[src/rtl/smc_frame_loader_if.sv]
// smc_frame_loader_if: upstream beat stream and downstream result stream of
// the SMC frame loader.
//   in_valid/in_ready     : beat handshake, master -> loader
//   mode_in               : frame mode, meaningful on beat 0 only
//   W_in/V_GS_in/V_DS_in  : one transistor's parameters per beat
//   out_valid/out_ready   : result handshake, loader -> master
//   out_data              : captured SMC result
interface smc_frame_loader_if;
  logic       in_valid;
  logic       in_ready;
  logic [1:0] mode_in;
  logic [2:0] W_in;
  logic [2:0] V_GS_in;
  logic [2:0] V_DS_in;
  logic       out_valid;
  logic       out_ready;
  logic [9:0] out_data;

  modport master (
    output in_valid, mode_in, W_in, V_GS_in, V_DS_in, out_ready,
    input  in_ready, out_valid, out_data
  );

  modport slave (
    input  in_valid, mode_in, W_in, V_GS_in, V_DS_in, out_ready,
    output in_ready, out_valid, out_data
  );
endinterface

[src/rtl/smc_frame_loader.sv]
// smc_frame_loader: sequential front end for the combinational Super MOSFET
// Calculator. Collects six transistor beats plus a mode into registers that
// drive the SMC pins, waits SETTLE_CYCLES edges, captures the SMC result and
// offers it downstream on a valid/ready handshake.
//
// Ports:
//   clk, rst          : clock (rising edge), asynchronous active-high reset
//   bus (slave)       : beat stream in, result stream out
//   mode              : registered frame mode to the SMC
//   W_k/V_GS_k/V_DS_k : registered transistor k parameters to the SMC, k=0..5
//   out_n_in          : combinational SMC result
//   frames_done       : completed-frame counter, wraps 255 -> 0
//   err               : frame range error, valid alongside out_valid
//
// Build option: define SMC_LOADER_RANGE_CHECK_EN to flag frames containing a
// beat with W_in == 0 (result forced to all ones, err set). Without it err is
// tied low and the SMC result is passed through unchanged.
module smc_frame_loader #(
  parameter int unsigned SETTLE_CYCLES = 1
) (
  input  logic                 clk,
  input  logic                 rst,
  smc_frame_loader_if.slave    bus,
  output logic [1:0]           mode,
  output logic [2:0]           W_0,
  output logic [2:0]           V_GS_0,
  output logic [2:0]           V_DS_0,
  output logic [2:0]           W_1,
  output logic [2:0]           V_GS_1,
  output logic [2:0]           V_DS_1,
  output logic [2:0]           W_2,
  output logic [2:0]           V_GS_2,
  output logic [2:0]           V_DS_2,
  output logic [2:0]           W_3,
  output logic [2:0]           V_GS_3,
  output logic [2:0]           V_DS_3,
  output logic [2:0]           W_4,
  output logic [2:0]           V_GS_4,
  output logic [2:0]           V_DS_4,
  output logic [2:0]           W_5,
  output logic [2:0]           V_GS_5,
  output logic [2:0]           V_DS_5,
  input  logic [9:0]           out_n_in,
  output logic [7:0]           frames_done,
  output logic                 err
);

  localparam int unsigned NUM_T  = 6;
  localparam int unsigned PRM_W  = 3;
  localparam int unsigned MODE_W = 2;
  localparam int unsigned DATA_W = 10;
  localparam int unsigned CNT_W  = 4;
  localparam int unsigned BEAT_W = 3;
  localparam int unsigned FD_W   = 8;

  localparam logic [1:0] ST_COLLECT = 2'd0;
  localparam logic [1:0] ST_SETTLE  = 2'd1;
  localparam logic [1:0] ST_OUT     = 2'd2;

  localparam logic [BEAT_W-1:0] LAST_BEAT   = BEAT_W'(NUM_T - 1);
  localparam logic [CNT_W-1:0]  SETTLE_LOAD = CNT_W'(SETTLE_CYCLES);

  logic [1:0]                       state_q, state_d;
  logic [BEAT_W-1:0]                beat_q, beat_d;
  logic [CNT_W-1:0]                 cnt_q, cnt_d;
  logic                             in_ready_q, in_ready_d;
  logic                             out_valid_q, out_valid_d;
  logic [DATA_W-1:0]                out_data_q, out_data_d;
  logic [MODE_W-1:0]                mode_q, mode_d;
  logic [NUM_T-1:0][PRM_W-1:0]      w_q, w_d;
  logic [NUM_T-1:0][PRM_W-1:0]      gs_q, gs_d;
  logic [NUM_T-1:0][PRM_W-1:0]      ds_q, ds_d;
  logic [FD_W-1:0]                  fd_q, fd_d;
  logic                             beat_fire_c;
  logic [DATA_W-1:0]                cap_data_c;

`ifdef SMC_LOADER_RANGE_CHECK_EN
  localparam logic [DATA_W-1:0] ERR_DATA = '1;

  logic flag_q, flag_d;
  logic err_q, err_d;
`endif

  // A beat is consumed only while the loader advertises ready.
  assign beat_fire_c = bus.in_valid & in_ready_q;

  // Value loaded into out_data when the settle window closes.
`ifdef SMC_LOADER_RANGE_CHECK_EN
  assign cap_data_c = flag_q ? ERR_DATA : out_n_in;
`else
  assign cap_data_c = out_n_in;
`endif

  // Next-state and datapath update.
  always_comb begin
    state_d     = state_q;
    beat_d      = beat_q;
    cnt_d       = cnt_q;
    out_valid_d = out_valid_q;
    out_data_d  = out_data_q;
    mode_d      = mode_q;
    w_d         = w_q;
    gs_d        = gs_q;
    ds_d        = ds_q;
    fd_d        = fd_q;
`ifdef SMC_LOADER_RANGE_CHECK_EN
    flag_d      = flag_q;
    err_d       = err_q;
`endif

    case (state_q)
      ST_COLLECT: begin
        if (beat_fire_c) begin
          w_d[beat_q]  = bus.W_in;
          gs_d[beat_q] = bus.V_GS_in;
          ds_d[beat_q] = bus.V_DS_in;
          if (beat_q == '0) begin
            mode_d = bus.mode_in;
          end
`ifdef SMC_LOADER_RANGE_CHECK_EN
          // Beat 0 starts a fresh frame, so the sticky flag restarts there.
          flag_d = ((beat_q == '0) ? 1'b0 : flag_q) | (bus.W_in == '0);
`endif
          if (beat_q == LAST_BEAT) begin
            beat_d  = '0;
            cnt_d   = SETTLE_LOAD;
            state_d = ST_SETTLE;
          end else begin
            beat_d = beat_q + BEAT_W'(1);
          end
        end
      end

      ST_SETTLE: begin
        cnt_d = cnt_q - CNT_W'(1);
        // Capture on the edge where the counter reaches zero; <= also
        // protects against an out-of-range load of zero.
        if (cnt_q <= CNT_W'(1)) begin
          cnt_d       = '0;
          out_data_d  = cap_data_c;
          out_valid_d = 1'b1;
          state_d     = ST_OUT;
`ifdef SMC_LOADER_RANGE_CHECK_EN
          err_d       = flag_q;
`endif
        end
      end

      ST_OUT: begin
        if (bus.out_ready) begin
          out_valid_d = 1'b0;
          fd_d        = fd_q + FD_W'(1);
          state_d     = ST_COLLECT;
        end
      end

      default: begin
        state_d     = ST_COLLECT;
        beat_d      = '0;
        out_valid_d = 1'b0;
      end
    endcase
  end

  // in_ready is registered and tracks the state being entered.
  assign in_ready_d = (state_d == ST_COLLECT);

  // State and datapath registers.
  always_ff @(posedge clk or posedge rst) begin
    if (rst) begin
      state_q     <= ST_COLLECT;
      beat_q      <= '0;
      cnt_q       <= '0;
      in_ready_q  <= 1'b1;
      out_valid_q <= 1'b0;
      out_data_q  <= '0;
      mode_q      <= '0;
      w_q         <= '0;
      gs_q        <= '0;
      ds_q        <= '0;
      fd_q        <= '0;
    end else begin
      state_q     <= state_d;
      beat_q      <= beat_d;
      cnt_q       <= cnt_d;
      in_ready_q  <= in_ready_d;
      out_valid_q <= out_valid_d;
      out_data_q  <= out_data_d;
      mode_q      <= mode_d;
      w_q         <= w_d;
      gs_q        <= gs_d;
      ds_q        <= ds_d;
      fd_q        <= fd_d;
    end
  end

`ifdef SMC_LOADER_RANGE_CHECK_EN
  // Range-check flag and reported error.
  always_ff @(posedge clk or posedge rst) begin
    if (rst) begin
      flag_q <= 1'b0;
      err_q  <= 1'b0;
    end else begin
      flag_q <= flag_d;
      err_q  <= err_d;
    end
  end

  assign err = err_q;
`else
  assign err = 1'b0;
`endif

  assign bus.in_ready  = in_ready_q;
  assign bus.out_valid = out_valid_q;
  assign bus.out_data  = out_data_q;
  assign mode          = mode_q;
  assign frames_done   = fd_q;

  assign W_0    = w_q[0];
  assign V_GS_0 = gs_q[0];
  assign V_DS_0 = ds_q[0];
  assign W_1    = w_q[1];
  assign V_GS_1 = gs_q[1];
  assign V_DS_1 = ds_q[1];
  assign W_2    = w_q[2];
  assign V_GS_2 = gs_q[2];
  assign V_DS_2 = ds_q[2];
  assign W_3    = w_q[3];
  assign V_GS_3 = gs_q[3];
  assign V_DS_3 = ds_q[3];
  assign W_4    = w_q[4];
  assign V_GS_4 = gs_q[4];
  assign V_DS_4 = ds_q[4];
  assign W_5    = w_q[5];
  assign V_GS_5 = gs_q[5];
  assign V_DS_5 = ds_q[5];

endmodule
[src/flat_wrapper.sv]
// flat-port wrapper written by rule: the top's interface ports become plain ports
module smc_frame_loader_flat 
#(
  parameter int unsigned SETTLE_CYCLES = 1
)
  (clk, rst, mode, W_0, V_GS_0, V_DS_0, W_1, V_GS_1, V_DS_1, W_2, V_GS_2, V_DS_2, W_3, V_GS_3, V_DS_3, W_4, V_GS_4, V_DS_4, W_5, V_GS_5, V_DS_5, out_n_in, frames_done, err, bus_in_valid, bus_mode_in, bus_W_in, bus_V_GS_in, bus_V_DS_in, bus_out_ready, bus_in_ready, bus_out_valid, bus_out_data);
  smc_frame_loader_if bus_i ();
  input  logic clk;
  input  logic rst;
  output logic [1:0] mode;
  output logic [2:0] W_0;
  output logic [2:0] V_GS_0;
  output logic [2:0] V_DS_0;
  output logic [2:0] W_1;
  output logic [2:0] V_GS_1;
  output logic [2:0] V_DS_1;
  output logic [2:0] W_2;
  output logic [2:0] V_GS_2;
  output logic [2:0] V_DS_2;
  output logic [2:0] W_3;
  output logic [2:0] V_GS_3;
  output logic [2:0] V_DS_3;
  output logic [2:0] W_4;
  output logic [2:0] V_GS_4;
  output logic [2:0] V_DS_4;
  output logic [2:0] W_5;
  output logic [2:0] V_GS_5;
  output logic [2:0] V_DS_5;
  input  logic [9:0] out_n_in;
  output logic [7:0] frames_done;
  output logic err;
  input wire logic [$bits(bus_i.in_valid)-1:0] bus_in_valid;
  input wire logic [$bits(bus_i.mode_in)-1:0] bus_mode_in;
  input wire logic [$bits(bus_i.W_in)-1:0] bus_W_in;
  input wire logic [$bits(bus_i.V_GS_in)-1:0] bus_V_GS_in;
  input wire logic [$bits(bus_i.V_DS_in)-1:0] bus_V_DS_in;
  input wire logic [$bits(bus_i.out_ready)-1:0] bus_out_ready;
  output wire logic [$bits(bus_i.in_ready)-1:0] bus_in_ready;
  output wire logic [$bits(bus_i.out_valid)-1:0] bus_out_valid;
  output wire logic [$bits(bus_i.out_data)-1:0] bus_out_data;
  assign bus_i.in_valid = bus_in_valid;
  assign bus_i.mode_in = bus_mode_in;
  assign bus_i.W_in = bus_W_in;
  assign bus_i.V_GS_in = bus_V_GS_in;
  assign bus_i.V_DS_in = bus_V_DS_in;
  assign bus_i.out_ready = bus_out_ready;
  assign bus_in_ready = bus_i.in_ready;
  assign bus_out_valid = bus_i.out_valid;
  assign bus_out_data = bus_i.out_data;
  smc_frame_loader #(.SETTLE_CYCLES(SETTLE_CYCLES)) u_core (.clk(clk), .rst(rst), .bus(bus_i), .mode(mode), .W_0(W_0), .V_GS_0(V_GS_0), .V_DS_0(V_DS_0), .W_1(W_1), .V_GS_1(V_GS_1), .V_DS_1(V_DS_1), .W_2(W_2), .V_GS_2(V_GS_2), .V_DS_2(V_DS_2), .W_3(W_3), .V_GS_3(V_GS_3), .V_DS_3(V_DS_3), .W_4(W_4), .V_GS_4(V_GS_4), .V_DS_4(V_DS_4), .W_5(W_5), .V_GS_5(V_GS_5), .V_DS_5(V_DS_5), .out_n_in(out_n_in), .frames_done(frames_done), .err(err));
endmodule
[config.mk]
export PLATFORM = sky130hd
export DESIGN_NAME = smc_frame_loader_flat
export DESIGN_NICKNAME = d
export VERILOG_FILES = /design/src/rtl/smc_frame_loader_if.sv /design/src/rtl/smc_frame_loader.sv /design/src/flat_wrapper.sv
export SDC_FILE = /design/constraint.sdc
export NUM_CORES = 1
export LEC_CHECK = 0
export BUFFER_PORTS_ARGS = -buffer_cell sky130_fd_sc_hd__buf_4
export CELL_PAD_IN_SITES_DETAIL_PLACEMENT = 2
export CELL_PAD_IN_SITES_GLOBAL_PLACEMENT = 2
export CORE_UTILIZATION = 37
export DETAILED_ROUTE_END_ITERATION = 8
export GPL_TIMING_DRIVEN = 0
export PLACE_DENSITY = 0.95
export SETUP_SLACK_MARGIN = 0.4
export SYNTH_ARGS = -nofsm -noshare
export SYNTH_HDL_FRONTEND = slang
export SYNTH_SLANG_ARGS = --single-unit
[constraint.sdc]
create_clock -name clk -period 6.5 [get_ports clk]
set_clock_uncertainty 0.15 [all_clocks]
set_input_delay 1.3 -clock clk [delete_from_list [all_inputs] [get_ports clk]]
set_output_delay 1.3 -clock clk [all_outputs]
set_load 0.02 [all_outputs]
==> flow_summary.ini <==
[run_status]
status = finished clean

[drt]
post_drt_wl_per_cell_um = 27.7
drt-pass1-iter-count = 4
final_antenna_net_count = 0
drc_errors = 0
route.final.wire_length_um = 13600
drt_iter0_drc = 127
dr_total_vias = 2536
vias_per_cell = 5.16

[finish]
diodes = 0
nNetsFinal = 389
syn2layout_area_growth_pct = 31.3
drive_gt1_share_pct = 55.2
final_util_pct = 50.6
largest_register_ffs = 10

[critical_path]
critical_path.max_stage_delay_ns = 0.61
crit_buf_inv = 1
cpLargestDelayFamily = flip-flops
critPathLaunchType = register
crit_arrival_ns = 1.13
worst-path-max-fanout = 5
worstSetupPathType = reg2out
path_cells = buf_4
critPathSlowestCell = dfstp_2
critPathRequiredTime_ns = 5.05
cp-end-kind = output port

[yosys]
synth_cell_types = 39
synth.most_common_cell = dfrtp_1
synth.top_cell.area_share_pct = 58.5
synth_area_um2 = 3590
synth_area_leaders = dfrtp_1 59%, mux2_2 15%, mux2_4 7.9%, ha_1 2.4%, buf_6 1.3%
synth_top_area_cell = dfrtp_1
yosysSeqAreaShare_pct = 59.2
synth_commonest_cells = 84 x dfrtp_1, 48 x mux2_2, 19 x mux2_4
syn_area_per_cell_um2 = 14.7
netlist_instances = 245
synth_flop_cell = dfrtp_1
ys_warn_count = 0
synth-async-reset-ratio_pct = 100
synth-seq-cells = 85
synth_edf_count = 0
syn_nets = 277

[sta]
max-slew-margin-rel_pct = 57.5
final-hold-violation-count = 0
slew_violations = 0
timing.final.setup_violations = 0
rsz0062_at_grt = false
layout_setup_ws_ns = 3.92
period_share_pct = 39.7
worstMarginPinSlew_ns = 0.636
tns_ns = 0
period_minus_slack_ns = 2.58
max_freq_ghz = 0.387

[global_route]
grt_max_degree = 52
overflow = 0
grt_pass1_wl_um = 19900
grt_pass1_vias = 2957
grtUsageTotal_pct = 27.8
antenna_found_initial = 0

[clock_tree]
cts_buffer_depth = 2
ctsResizeCount = 0
clock_sinks = 85
cts_root_buf = clkbuf_8
htree_num_levels = 3
cts_tree = yes
clk_latency_ns = 0.37
cts_buffers = 9
clkTransAtPathRegs_ns = 0.09
cts_setup_buffers = 0
postCtsHoldBufs = 0

[placed_design]
dpl_worst_slack_ns = 3.58
place.gp.congestion = 0.806
place_hpwl_um = 8790
portBuffers = 100

[floorplanning]
die_h_um = 101
core_area_um2 = 9330
die_area_um2 = 10100
die_x_um = 101
io_pins = 102
rows = 35
start_util_pct = 38.5

[pwr]
fin_total_pwr_mw = 2.60
leakagePower_nw = 2.30
ir_worst_vdd_mv = 0.194
p_per_area_nw_per_um2 = 552

[worst_hold_path]
hold_path.class = reg2reg

[run]
maxCapViolations = 0
layer usage:
layer	share of wire [%]	track usage, %	vias to the layer above
met1	40	32.3	1345
li1	-	-	1080
met3	3.2	4.51	27
met2	53	49.7	84
met5	0	0	-
met4	3.8	13.7	0
through the flow:
| step | instances | cell area (um^2) | hold WS (ns) |
|---|---|---|---|
| final | 491 | 4720 | 0.336 |
| after global routing | 491 | 4720 | 0.355 |
| after CTS | 491 | 4720 | 0.341 |
| after detailed placement | 475 | 4530 | 0.328 |
| after global placement | 474 | 4500 | 0.324 |
| after floorplan | 245 | 3590 | 0.322 |
report_power, final:
| group | internal [mW] | switching (mW) |
|---|---|---|
| Clock | 0.152 | 0.218 |
| Combinational | 0.593 | 0.676 |
| Sequential | 0.760 | 0.204 |
cell type report:
cell class,count,area [um^2]
Fill cell,906,4610
Sequential cell,85,2130
Multi-Input combinational cell,147,1380
Timing Repair Buffer,101,778
Tap cell,129,161
Clock buffer,10,138
Buffer,7,61.3
Clock inverter,6,46.3
Inverter,6,25.0
cell families after synthesis:
family                   after synthesis  synth area share, %
AND/OR/NAND/NOR                       46                 7.59
flip-flops                            85                 59.2
XOR/XNOR                               7                 1.71
multiplexers                          67                 23.0
adder cells (fa/ha/maj)                7                 2.44
other                                  1                0.104
AO/OA/AOI/OAI                         19                 3.59
buffers and inverters                 13                 2.33
cell usage in the layout (no fill, tap or decap), drive strengths merged, types with 2 or more instances in the layout:
| cell type | netlist | layout |
|---|---|---|
| buf | 6 | 107 |
| dfrtp | 84 | 84 |
| mux2 | 67 | 67 |
| nand2 | 11 | 11 |
| clkbuf | 1 | 11 |
| nor2 | 9 | 9 |
| o21ai | 8 | 8 |
| ha | 7 | 7 |
| inv | 6 | 7 |
| nor2b | 5 | 5 |
| xnor2 | 5 | 5 |
| nor3 | 4 | 4 |
| or3 | 4 | 4 |
| nand2b | 3 | 3 |
| a21oi | 3 | 3 |
| nand3b | 3 | 3 |
| clkinv | 0 | 3 |
| xor2 | 2 | 2 |
| clkinvlp | 0 | 2 |
| nand4 | 2 | 2 |
worst reg2reg max path, stage by stage, from the launching register on:
cell,delay [ns]
dfrtp_1,0.45
inv_1,0.12
ha_1,0.18
buf_6,0.15
nand4b_2,0.19
nor2_2,0.57
mux2_2,0.46
final timing paths:
check / from / end / slack, ns / cells after the start
worst max register to register: u_core.state_q[0] / u_core.V_DS_4[0] / 4.10 / 6
worst max-delay path: u_core.bus.in_ready / bus_in_ready / 3.92 / 1
worst min register to register: u_core.frames_done[7] / u_core.frames_done[7] / 0.34 / 1
min in group asynchronous: rst / u_core.bus.out_data[7] / 0.83 / 2
max in group asynchronous: rst / u_core.V_DS_0[1] / 4.72 / 3
worst min-delay path: u_core.frames_done[7] / u_core.frames_done[7] / 0.34 / 1
Power figures use the tool's default switching activity.
